--- src/rtl/universal_shift_register.sv ---
// WIDTH-bit universal shift register: rotate, shift, serial-in, Johnson.
// Free-running steps or counted bursts with a busy/done handshake.
module universal_shift_register #(
  parameter int WIDTH = 8,
  parameter logic [WIDTH-1:0] INIT_VAL = {1'b1, {(WIDTH-1){1'b0}}},
  parameter int STEP_W = 16,
  localparam int AMT_W = $clog2(WIDTH)
) (
  input  logic              clk,
  input  logic              rst,
  input  logic              ld,
  input  logic              pl,
  input  logic [WIDTH-1:0]  d,
  input  logic [2:0]        mode,
  input  logic [AMT_W-1:0]  amt,
  input  logic              si,
  input  logic              en,
  input  logic              start,
  input  logic [STEP_W-1:0] steps,
  output logic [WIDTH-1:0]  y,
  output logic              so,
  output logic              busy,
  output logic              done
);

  typedef enum logic {IDLE, RUN} state_t;

  state_t            state, state_nxt;
  logic [STEP_W-1:0] cnt, cnt_nxt;
  logic [2:0]        mode_q, mode_nxt;
  logic [AMT_W-1:0]  amt_q, amt_nxt;
  logic [WIDTH-1:0]  y_nxt;
  logic              so_nxt;
  logic              busy_nxt;
  logic              done_nxt;

  logic [2:0]         s_mode;
  logic [AMT_W-1:0]   s_amt;
  logic [2*WIDTH-1:0] rol_w;
  logic [2*WIDTH-1:0] ror_w;
  logic [WIDTH-1:0]   step_y;
  logic               step_so;

  // One step of the selected operation; a burst uses its latched mode/amt.
  always_comb begin
    s_mode  = (state == RUN) ? mode_q : mode;
    s_amt   = (state == RUN) ? amt_q : amt;
    rol_w   = {y, y} << s_amt;
    ror_w   = {y, y} >> s_amt;
    step_y  = y;
    step_so = so;
    case (s_mode)
      3'd1: begin
        step_y  = rol_w[2*WIDTH-1:WIDTH];
        step_so = y[WIDTH-1];
      end
      3'd2: begin
        step_y  = ror_w[WIDTH-1:0];
        step_so = y[0];
      end
      3'd3: begin
        step_y  = {y[WIDTH-2:0], si};
        step_so = y[WIDTH-1];
      end
      3'd4: begin
        step_y  = {si, y[WIDTH-1:1]};
        step_so = y[0];
      end
      3'd5: begin
        step_y = $signed(y) >>> s_amt;
        if (s_amt != '0)
          step_so = y[s_amt - AMT_W'(1)];
      end
      3'd6: begin
        step_y  = {y[WIDTH-2:0], ~y[WIDTH-1]};
        step_so = y[WIDTH-1];
      end
      default: ;
    endcase
  end

  // Next state: loads win and abort a burst, then burst step, then free run.
  always_comb begin
    state_nxt = state;
    cnt_nxt   = cnt;
    mode_nxt  = mode_q;
    amt_nxt   = amt_q;
    y_nxt     = y;
    so_nxt    = so;
    busy_nxt  = busy;
    done_nxt  = 1'b0;
    if (ld || pl) begin
      y_nxt     = ld ? INIT_VAL : d;
      state_nxt = IDLE;
      busy_nxt  = 1'b0;
      cnt_nxt   = '0;
    end else if (state == RUN) begin
      y_nxt   = step_y;
      so_nxt  = step_so;
      cnt_nxt = cnt - STEP_W'(1);
      if (cnt == STEP_W'(1)) begin
        state_nxt = IDLE;
        busy_nxt  = 1'b0;
        done_nxt  = 1'b1;
      end
    end else if (start) begin
      if (steps != '0) begin
        mode_nxt  = mode;
        amt_nxt   = amt;
        cnt_nxt   = steps;
        state_nxt = RUN;
        busy_nxt  = 1'b1;
      end else begin
        done_nxt = 1'b1;
      end
    end else if (en) begin
      y_nxt  = step_y;
      so_nxt = step_so;
    end
  end

  // State and output registers.
  always_ff @(posedge clk or negedge rst) begin
    if (!rst) begin
      state  <= IDLE;
      cnt    <= '0;
      mode_q <= '0;
      amt_q  <= '0;
      y      <= '0;
      so     <= 1'b0;
      busy   <= 1'b0;
      done   <= 1'b0;
    end else begin
      state  <= state_nxt;
      cnt    <= cnt_nxt;
      mode_q <= mode_nxt;
      amt_q  <= amt_nxt;
      y      <= y_nxt;
      so     <= so_nxt;
      busy   <= busy_nxt;
      done   <= done_nxt;
    end
  end

endmodule

--- config.mk ---
export PLATFORM = sky130hd
export DESIGN_NAME = universal_shift_register
export DESIGN_NICKNAME = d
export VERILOG_FILES = /design/src/rtl/universal_shift_register.sv
export SDC_FILE = /design/constraint.sdc
export NUM_CORES = 1
export LEC_CHECK = 0
export ABC_AREA = 1
export ABC_CLOCK_PERIOD_IN_PS = 4790
export CORE_ASPECT_RATIO = 1.1
export CORE_UTILIZATION = 55
export CTS_CLUSTER_DIAMETER = 50
export DETAILED_ROUTE_END_ITERATION = 10
export PLACE_DENSITY = 0.8
export SYNTH_ARGS = -nofsm -noshare
export SYNTH_HDL_FRONTEND = slang
export SYNTH_SLANG_ARGS = --single-unit
--- constraint.sdc ---
create_clock -name clk -period 4.79 [get_ports clk]
set_input_delay 0.958 -clock clk [delete_from_list [all_inputs] [get_ports clk]]
set_output_delay 0.958 -clock clk [all_outputs]
set_load 0.01 [all_outputs]
# Word-level counts from Yosys, hierarchy flattened
# Cells that the tools add are included.
# classes
n_reduce_logical	14
n_lt_le_gt_ge	1
n_shift	3
bitwise	3
n_mul	0
add_sub_neg	2
n_eq_ne	10
n_div	0
mux	34
# ops
operator	count
2-to-1 mux 16 bit	4
one-hot mux 8 bit (6 select lines)	1
2-to-1 mux 8 bit	5
2-to-1 mux 1 bit	20
equality test 16 x 1 -> 1 bit, second input constant	1
nonzero test 16 bit	1
left shift 16 x 3 -> 16 bit	1
>> shifter 16 x 3 -> 8 bit	1
subtractor 16 x 1 -> 16 bit, second input constant	1
nonzero test 3 bit	4
equality test 3 bit, second input constant	3
>>> shifter 8 x 3 -> 8 bit	1
equality test 3 x 2 -> 1 bit, second input constant	2
2-to-1 mux 3 bit	2
!= test 3 x 1 -> 1 bit, second input constant	2
AND reduction 3 bit	2
less-than comparator 3 x 4 -> 1 bit, second input constant	1
AND reduction 2 bit	2
AND reduction 4 bit	1
binary-select mux 1 bit (select 3 bit)	1
equality test 3 x 1 -> 1 bit, second input constant	1
NOT 1 bit	3
one-hot mux 1 bit (3 select lines)	1
OR reduction 3 bit	1
other kinds (5)	5
# totals
n_memories	0
out_inout_bits	11
ramBits	0
rom_bits	0
wordCells	75
regBits	34
latch_bits	0

# Logic depth before layout (Yosys ltp)
# depth
word_depth	9
ltp_mapped	13

# Worst setup path after synthesis
# OpenSTA, ideal clock, no wires.
# synth_path
path_kind	input to register
from	input amt[1]
to	register so
slack_ns	2.650
path_stages	8
arrival_ns	2.058
path_buffers	1
setup_ns	0.082
cell_sequence	o21ai_4 > buf_6 > ha_1 > ha_1 > nand3b_1 > nand2_1 > nand2_1 > a31oi_1
# synth_between
elab_chain_cells	9
# synth_lines
item	line	source
from (decl)	15	input logic [AMT_W-1:0] amt,
2-to-1 mux 3 bit *	47	s_amt = (state == RUN) ? amt_q : amt;
subtractor 3 x 1 -> 3 bit	72	step_so = y[s_amt - AMT_W'(1)];
binary-select mux 1 bit (select 3 bit)	72	
2-to-1 mux 1 bit (not written as such)	72	
2-to-1 mux 1 bit *	71	if (s_amt != '0)
one-hot mux 1 bit (3 select lines) *	52	case (s_mode)
2-to-1 mux 1 bit	116	end else if (en) begin
2-to-1 mux 1 bit	106	end else if (start) begin
2-to-1 mux 1 bit *	97	end else if (state == RUN) begin
to (signal assigned)	139	so <= so_nxt;
to (decl)	21	output logic so,
# Mark *: on every way between the ends. The rest lies on a longest branch, timed or not. The select of a mux whose other input is x is not followed.
# A chain may end at the register's enable or synchronous reset.

# Final worst setup path
# layout_path
from	input pl
to	register cnt[5]
# layout_between
elab_chain_cells	3
# layout_lines
item	line	source
from (decl)	12	input logic pl,
logical OR 1 bit *	92	if (ld || pl) begin
nonzero test 3 bit (no source line)	--	
AND reduction 2 bit (no source line)	--	
to (signal assigned)	135	cnt <= cnt_nxt;
to (decl)	29	logic [STEP_W-1:0] cnt, cnt_nxt;
# Mark *: on every way between the ends. The rest lies on a longest branch, timed or not.

==> impl_metrics.csv <==
group,metric,value,unit
outcome,outcome,"finished, final reports clean",
timing,finalCritPeriodShare,68.3,%
routing,via_per_inst,5.66,
logic_synthesis,synth.cell_area,3170,um^2
global_routing,antenna_found_initial,0,
logic_synthesis,synth.distinct_cells,36,
critical_path,worst_path_most_repeated_cell,"inv_1",
critical_path,crit_path_start_kind,"input pin",
routing,routed_wl,9.26,mm
clock_tree,cts_num_sinks,34,
critical_path,cpMaxStageDelayCell,"nor2_1",
logic_synthesis,ys.flop_type,"dfrtp_1",
logic_synthesis,ys_ff_latch,34,
logic_synthesis,synth-warning-count,0,
place,post-place-ws,1260,ps
clock_tree,post-cts-setup-buffers,0,
clock_tree,ctsRootBufferMaster,"clkbuf_8",
finish,area_growth,18.3,%
timing,rsz0062_at_grt,"no",
logic_synthesis,synth_compound_gate_area_share,14.1,%
logic_synthesis,synthAdderAreaFrac,1.58,%
clock_tree,cts_buffer_depth,2,
floorplan,die_h,81.6,um
timing,finalMaxSlewViolations,0,
logic_synthesis,synth_edf_count,0,
floorplan,core,5470,um^2
timing,hold_violations,0,
logic_synthesis,ys_seq_area_share,26.9,%
timing,max_freq,306,MHz
global_routing,grt_pass1_wl,15.1,mm
finish,layout_commonest_cell,"nand2_1",
critical_path,critical_path.cell_chain,"clkdlybuf4s50_1, nor2_2, inv_1, nor2_1, inv_1, nor3_1, a21oi_1, o21ai_0",
logic_synthesis,avgSynthCellArea,6.20,um^2
global_routing,grt_pass1_vias,3263,
routing,antenna_left,0,
floorplan,initial_core_util,58.0,%
critical_path,crit_type,"in -> reg",
routing,dr.first_iter.drc_count,333,
critical_path,worstPathArrival,3480,ps
pwr,totalPowerFinal,1050,uW
timing,finClkSkew,9.09,ps
job,maxCapViolCount,0,
global_routing,track_usage,33.0,%
finish,fill_cells,536,
timing,worst_pin_slew,889,ps
logic_synthesis,async_flop_share,100,%
timing,maxSlewHeadroom,40.5,%
clock_tree,cts_hold_buf,0,
finish,diodes,0,
logic_synthesis,synthMuxAreaShare,0,%
clock_tree,clk_latency,300,ps
critical_path,critPathCaptureType,"register",
logic_synthesis,synth_nets,552,
finish,drive_gt1_share,8.33,%
critical_path,crit_fanout,14,
pwr,peakVddDrop,0.197,mV
place,hpwl,6.93,mm
floorplan,fp-row-count,28,
logic_synthesis,synth-xor-area-share,1.11,%
clock_tree,cts_resized,0,
critical_path,critPathRequiredTime,5000,ps
critical_path,max_stage_delay,680,ps
pwr,leakagePower,0.00183,uW
logic_synthesis,netlist_instances,511,
finish,fin_area,3750,um^2
pwr,powerDensity,280,nW/um^2
finish,nNetsFinal,592,
timing,setup_viol,0,
timing,setup_tns,0,ps
routing,wl_per_cell,14.8,um
worst_hold_path,hp-class,"reg -> reg",
logic_synthesis,synth_simple_gate_area_share,47.0,%
place,port_buffers,47,
clock_tree,htreeDepth,2,
logic_synthesis,synth_top_family_by_area,"simple AND/OR/NAND/NOR gates",
clock_tree,numCtsBuffers,5,
place,gp_routability_congestion,0.966,
floorplan,dieArea,6070,um^2
floorplan,die_w,74.4,um
place,dpl_cell_area,3640,um^2
routing,drc,0,
timing,fin_crit,3270,ps
clock_tree,clkTransAtPathRegs,80,ps
global_routing,grt_overflow,0,
floorplan,io_pins,48,
global_routing,grt_max_degree,35,
routing,firstDrtPassIters,5,
finish,final_cell_mix,"140 x nand2_1, 91 x nand3_1, 56 x nor2_1, 47 x clkdlybuf4s50_1, 43 x inv_1",
routing,vias,3547,
timing,finalWorstSetupSlack,1520,ps
finish,fin_util,68.6,%
clock_tree,cts_tree,"built",
## worst max-delay path, delay by kind of cell
family          cells  cell delay, ps
simple gates        3            1190
compound gates      2             220
buf+inv             3            1120
## routing by layer
layer  global-route usage [%]  share of wire (%)  routed length, um
met5                        0                  0                  0
met4                     16.8                3.5                325
met3                     6.63                7.1                653
met2                     54.6                 47               4380
met1                     40.5                 42               3910
## registers in the layout, indices dropped and copies added (netlist names)
name	count
cnt	16
y	8
amt_q	3
mode_q	3
busy	1
done	1
so	1
state	1
## cell type report
class / count / area (um^2) / area share, %
Multi-Input combinational cell: 411 / 2020 / 54.0
Sequential cell: 34 / 851 / 22.7
Inverter: 51 / 191 / 5.11
Timing Repair Buffer: 48 / 478 / 12.8
Tap cell: 75 / 93.8 / 2.50
Clock buffer: 6 / 72.6 / 1.94
Clock inverter: 2 / 37.5 / 1.00
## through the flow
stage	std cells	hold WS, ps
final	627	478
after global routing	627	510
after CTS	627	481
after detailed placement	619	461
after global placement	619	462
after floorplan	511	448
## synthesized netlist by cell type, types with 2 or more instances
library cell  count  area, um^2
a21oi_1          24         120
a22oi_1           4        30.0
buf_2            10        50.1
buf_6             4        45.0
clkinv_1          3        11.3
dfrtp_1          34         851
ha_1              4        50.1
inv_1            43         161
inv_2             5        18.8
nand2_1         140         526
nand2_2          11        68.8
nand2_4           5        56.3
nand3_1          91         455
nand3_2           8        80.1
nand4_1           4        25.0
nor2_1           56         210
nor2_2            2        12.5
nor3_1            3        15.0
o21ai_0          34         170
o21ai_1           3        15.0
o21ai_2           2        17.5
o22ai_1           5        31.3
xor2_1            3        26.3
## path summary, 6_finish.rpt
path | from | end | slack [ps] | cells past startpoint
max | pl | cnt[5] | 1520 | 8
min | busy | busy | 480 | 2
max reg2reg | state | cnt[5] | 1960 | 6
min reg2reg | busy | busy | 480 | 2
max in group asynchronous | rst | done | 3410 | 2
min in group asynchronous | rst | cnt[4] | 1060 | 2
## power breakdown
group / internal, uW / total (uW) / switching [uW]
Combinational: 158 / 409 / 251
Clock: 155 / 276 / 120
Sequential: 319 / 366 / 46.9
## logic make-up after synthesis
kind of cell,count (synthesis)
AND/OR/NAND/NOR,325
XOR/XNOR,4
AO/OA/AOI/OAI,78
buffers and inverters,66
flip-flops,34
adder cells (fa/ha/maj),4
No activity file was read; power rests on OpenSTA's default activity.
